**config.mk**
```make
export PLATFORM = sky130hd
export DESIGN_NAME = evp_addr_seq
export DESIGN_NICKNAME = d
export VERILOG_FILES = /design/src/rtl/evp_addr_seq.sv
export SDC_FILE = /design/constraint.sdc
export NUM_CORES = 1
export LEC_CHECK = 0
export CELL_PAD_IN_SITES_DETAIL_PLACEMENT = 1
export CELL_PAD_IN_SITES_GLOBAL_PLACEMENT = 1
export CORE_AREA = 2 2 127 129
export CTS_CLUSTER_DIAMETER = 80
export CTS_CLUSTER_SIZE = 20
export DETAILED_ROUTE_END_ITERATION = 8
export DIE_AREA = 0 0 129 131
export PLACE_DENSITY_LB_ADDON = 0.1
export SLEW_MARGIN = 20
export SYNTH_ARGS = -nofsm -noshare
export SYNTH_HDL_FRONTEND = slang
export SYNTH_SLANG_ARGS = --single-unit
```
**constraint.sdc**
```tcl
create_clock -name clk -period 7.6 [get_ports clk]
set_clock_uncertainty 0.05 [all_clocks]
set_input_delay 1.52 -clock clk [delete_from_list [all_inputs] [get_ports clk]]
set_output_delay 1.52 -clock clk [all_outputs]
set_load 0.1 [all_outputs]
```
**src/rtl/evp_addr_seq.sv**
```systemverilog
// evp_addr_seq: EVP instruction sequencer. Reads a polynomial's degree from
// N memory, walks its coefficients from highest to lowest index and evaluates
// the polynomial at x by Horner's method (unsigned, modulo 2^word_size).
module evp_addr_seq #(
  parameter int n_size    = 8,
  parameter int p_size    = 16,
  parameter int word_size = 16
) (
  input  logic                                   clk,
  input  logic                                   rst,
  input  logic                                   start,
  input  logic [7:0]                             instr,
  input  logic [$clog2(n_size)-1:0]              poly_id,
  input  logic [word_size-1:0]                   x,
  output logic [$clog2(n_size)-1:0]              rd_addr_N_EVP,
  input  logic [$clog2(p_size)-1:0]              rd_data_N,
  output logic [$clog2(n_size)+$clog2(p_size)-1:0] rd_addr_C,
  input  logic [word_size-1:0]                   rd_data_C,
  output logic [word_size-1:0]                   result,
  output logic                                   done,
  output logic                                   busy
);

  localparam int NW = $clog2(n_size);
  localparam int PW = $clog2(p_size);

  localparam logic [7:0]    OP_EVP  = 8'h01;
  localparam logic [7:0]    OP_RST  = 8'h03;
  localparam logic [PW-1:0] IDX_ONE = PW'(1);

  typedef enum logic [2:0] {
    S_IDLE,
    S_RD_N,
    S_CAP_N,
    S_RD_C,
    S_ACC,
    S_DONE
  } state_t;

  state_t                 r_state;
  logic [NW-1:0]          r_pid;
  logic [word_size-1:0]   r_x;
  logic [word_size-1:0]   r_acc;
  logic [PW-1:0]          r_idx;
  logic [NW-1:0]          r_addr_n;
  logic [NW+PW-1:0]       r_addr_c;
  logic [word_size-1:0]   r_result;
  logic                   r_done;
  logic                   r_busy;

  logic [word_size-1:0]   w_mac;
  logic [PW-1:0]          w_idx_dec;

  // Horner step: product and sum both wrap at word_size bits
  always_comb begin
    w_mac     = r_acc * r_x + rd_data_C;
    w_idx_dec = r_idx - IDX_ONE;
  end

  // Sequencer FSM with registered address, result and status outputs
  always_ff @(posedge clk or negedge rst) begin
    if (!rst) begin
      r_state  <= S_IDLE;
      r_pid    <= '0;
      r_x      <= '0;
      r_acc    <= '0;
      r_idx    <= '0;
      r_addr_n <= '0;
      r_addr_c <= '0;
      r_result <= '0;
      r_done   <= 1'b0;
      r_busy   <= 1'b0;
    end else begin
      r_done <= 1'b0;
      // Abort wins over every in-flight step so no partial result is committed
      if (r_state != S_IDLE && instr == OP_RST) begin
        r_state <= S_IDLE;
        r_busy  <= 1'b0;
      end else begin
        case (r_state)
          S_IDLE: begin
            if (start && instr == OP_EVP) begin
              r_pid    <= poly_id;
              r_x      <= x;
              r_addr_n <= poly_id;
              r_busy   <= 1'b1;
              r_state  <= S_RD_N;
            end
          end
          S_RD_N: begin
            r_state <= S_CAP_N;
          end
          S_CAP_N: begin
            r_idx    <= rd_data_N;
            r_addr_c <= {r_pid, rd_data_N};
            r_acc    <= '0;
            r_state  <= S_RD_C;
          end
          S_RD_C: begin
            r_state <= S_ACC;
          end
          S_ACC: begin
            r_acc <= w_mac;
            if (r_idx == '0) begin
              r_result <= w_mac;
              r_done   <= 1'b1;
              r_state  <= S_DONE;
            end else begin
              r_idx    <= w_idx_dec;
              r_addr_c <= {r_pid, w_idx_dec};
              r_state  <= S_RD_C;
            end
          end
          S_DONE: begin
            r_busy  <= 1'b0;
            r_state <= S_IDLE;
          end
          default: begin
            r_busy  <= 1'b0;
            r_state <= S_IDLE;
          end
        endcase
      end
    end
  end

  assign rd_addr_N_EVP = r_addr_n;
  assign rd_addr_C     = r_addr_c;
  assign result        = r_result;
  assign done          = r_done;
  assign busy          = r_busy;

endmodule

```
==> results by group <==
Clocking
  – Post-CTS Setup Repair Bufs: 0
  – Worst skew pair latency: 0.33 ns
  – Resized Gates After CTS: 0
  – Clock-pin slew on the worst setup and hold paths: ~0.050 ns
  – CTS Hold Bufs: 0
  – CTS root buf: clkbuf_16
  – Number of H-tree levels: 3
  – CTS sink cnt: 63
  – CTS tree: built
  – Buffer depth of the longest clock path: 2
  – CTS buffer count: 9

Floorplan
  – Chip width: 129 um
  – Die ar.: about 17,000 um^2
  – FP Rows: between 40 and 50
  – Core footprint: 15,600 um^2
  – Die Y: approximately 130 um
  – Top Ports: 78
  – Starting Density: 0.443

STA
  – Slew margin rel.: 0.303
  – Max-slew violations: 0
  – Fin. Hold Viols: 0
  – Minimum clock period: roughly 5.8 ns
  – Crit share post-route: 0.764
  – Hold WS: 0.436 ns
  – Setup Viol. Count Final: 0
  – Unrepaired setup endpoints after global routing: false
  – Max Fclk: 172 MHz
  – Total negative slack: 0 ns
  – Slew @ Worst Pin: approximately 1.0 ns

Critical path
  – CP top delay family: adder cells
  – Critical path buffers and inverters: 6
  – CP required: 7.76 ns
  – Worst reg2reg path startpoint: r_x[1]
  – R2R Setup Slk: 1.79 ns
  – RR Endpoint: result[15]
  – Crit Path Max Fanout: 16
  – CP arrival: between 5 and 6 ns
  – CP max stage cell: dfrtp_1
  – Critical Path Source Type: flip-flop
  – Worst r2r path cells: 20
  – Setup crit end kind: flip-flop
  – Worst-path cell chain: and2_1 > fa_1 > inv_1 > fa_1 > inv_1 > fa_1 > inv_1 > fa_1 > inv_1 > fa_1 > inv_1 > fa_1 > inv_1 > ha_1 > a21o_1 > a21oi_1 > a31oi_1 > nor2_1 > xnor2_1 > mux2_2
  – Critical path type: flip-flop to flip-flop
  – CP max stage delay: 0.64 ns

Logic synthesis
  – Ys flop type: dfrtp_1
  – Avg Cell Area, Syn: 9.65 um^2
  – Cells after Synth: 716
  – Syn nets: 914
  – Area contributors post-synth: fa_1, dfrtp_1, ha_1
  – Complex-gate fraction of the synthesized area: 0.0634
  – Syn Std Cell Area: 6910 um^2
  – Number of synthesized flops with an enable pin: 0
  – Main combinational cell family by area after synthesis: adder cells
  – FF+latch count, synth: 63
  – Post-synthesis adder-cell area fraction: 0.370
  – Area share of the leading cell type in the synthesized netlist: 0.272
  – XOR/XNOR share of the synthesized area: 0.0538
  – Mux contribution to synthesized area: 0.0538
  – Yosys top cell by area: fa_1
  – Post-synthesis sequential area ratio: 0.228
  – Synth warnings: 0
  – Simple-gate share of the synthesized area: 0.131
  – Number of library cell types mapped by synthesis: 43
  – Post-synth ARST share: 1.00

GRT
  – Global route overflow: 0
  – Total Routing Usage GR: 0.238
  – Initial antenna violation count: 2
  – First-pass GRT wire length: approximately 30,000 um
  – Largest net degree at the start of global routing: 64
  – Vias in the first global route: 5,718

Flow run
  – Max Cap Violations: 0

Worst hold path
  – Hold crit path type: flip-flop to flip-flop
  – Worst Hold Path EP: result[4]
  – Hold depth: 2
  – Hold_sp: result[4]

Power and ir drop
  – LEAKAGE: 3.85 nW
  – P_sw: 1.03 mW
  – Switching share of power: 0.514
  – P_int: just under 1 mW
  – Clock power share: 0.200
  – Combinational group share of total power: 0.455
  – Max VDD drop: 0.000376 V
  – Total power density per cell area: between 200 and 250 nW/um^2
  – Sequential share of power: 0.345

Routing
  – Drt pass-1 iters: 4
  – Number of vias per cell: ~5.1
  – Number of DRC violations after detailed-routing iteration 0: 178
  – Routed WL: 18,600 um
  – DRC violation count after routing: 0
  – Via count: 5,082
  – DR WL/cell: 18.6 um
  – Routed Antenna Nets: 0

Place
  – I/O Buffers: 77
  – Hpwl dp: 14,100 um
  – RD Place Congestion: 0.785

Layout
  – Final net count: around 1,000
  – Fraction of layout cells with a size suffix above 1: 0.0690
  – Area growth syn-to-layout: 17.7%
  – # fillers: 1,774

Outcome
  – Outcome: completed
==> power groups by stage <==
| stage | clock network (mW) | registers [mW] | logic [mW] |
|---|---|---|---|
| floorplan | 0 | 0.908 | 0.357 |
| global placement | 0 | 0.689 | 0.895 |
| detailed placement | 0 | 0.697 | 0.910 |
| CTS | 0.409 | 0.694 | 0.919 |
| global route | 0.424 | 0.714 | 0.970 |
| finish | 0.402 | 0.692 | 0.915 |
==> layout make-up <==
class	instances	area, um^2	area share
Antenna cell	1	2.50	0.000308
Clock buffer	12	246	0.0303
Clock inverter	4	45.0	0.00554
Inverter	151	567	0.0697
Multi-Input combinational cell	474	4640	0.571
Sequential cell	63	1580	0.194
Tap cell	216	270	0.0332
Timing Repair Buffer	79	781	0.0960
==> worst max-delay path by stage <==
| stage | cells past startpoint | startpoint | endpoint |
|---|---|---|---|
| after global placement | 17 | rd_data_C[8] | result[15] |
| after floorplan | 18 | r_x[1] | result[15] |
| final | 20 | r_x[1] | result[15] |
| after detailed placement | 17 | rd_data_C[8] | result[15] |
| after global routing | 20 | r_x[1] | result[15] |
| after CTS | 20 | r_x[1] | result[15] |
==> state kept, by name, indices dropped and copies added, names as in the netlist <==
register and flops:
done 1, r_x 16, r_state 3, busy 1, rd_addr_N_EVP 3, rd_addr_C 4, r_acc 16, result 16
r_idx 3
==> per-stage QoR <==
stage	area (um^2)	utilization	power, mW	std cells	worst slack (ns)
2_1_floorplan	6910	-	1.27	716	2.30
3_3_place_gp	7840	0.502	1.58	983	1.70
3_5_place_dp	7840	0.502	1.61	983	1.63
4_1_cts	8130	0.521	2.02	999	1.75
5_1_grt	8130	0.521	2.11	999	1.50
6_report	8130	0.521	2.01	1000	1.79
==> layer usage <==
layer | track usage | up-vias | part of all wire
li1 | - | 2321 | -
met1 | 0.311 | 2595 | 0.42
met2 | 0.409 | 134 | 0.49
met3 | 0.0346 | 32 | 0.057
met4 | 0.0838 | 0 | 0.027
met5 | 0 | - | 0
==> worst min-delay path: cells and delay by family, from the launching register on <==
kind | cells | cell delay [ns]
DFF | 1 | 0.34
AOI/OAI and AO/OA | 1 | 0.06
and+or+nand+nor | 1 | 0.05
==> layout by cell type (no fill, tap or decap), types with 3 or more instances in the layout <==
master             n
dfrtp_1           63
nor3_1             3
fa_1              94
or3_1              4
nor2_1            11
and2_1            50
nand2_1          102
xor2_1             8
a21oi_1           14
a211oi_1           5
nand2b_1           5
a32o_1             3
clkdlybuf4s50_1   76
ha_1              54
inv_1            151
clkinv_2           3
xnor2_1           30
clkbuf_16          9
a22o_1            14
mux2_2            32
o21ai_0           15
==> logic make-up (layout without fill, tap and decap cells) <==
family,after synthesis,in the layout
fa+ha+maj,148,148
flops,63,63
other cells,0,1
compound gates,64,64
simple gates,189,189
xor+xnor,40,40
mux,33,33
buf+inv,179,246
==> synthesized netlist by cell type, types with 8 or more instances <==
cell type,instances
ha_1,54
o21ai_0,15
a22o_1,14
nor2_1,12
buf_2,8
inv_1,151
clkbuf_1,18
xor2_1,8
dfrtp_1,63
and2_1,50
mux2_2,32
fa_1,94
a21oi_1,14
xnor2_1,30
nand2_1,102
(Power assumes the default switching activity.)
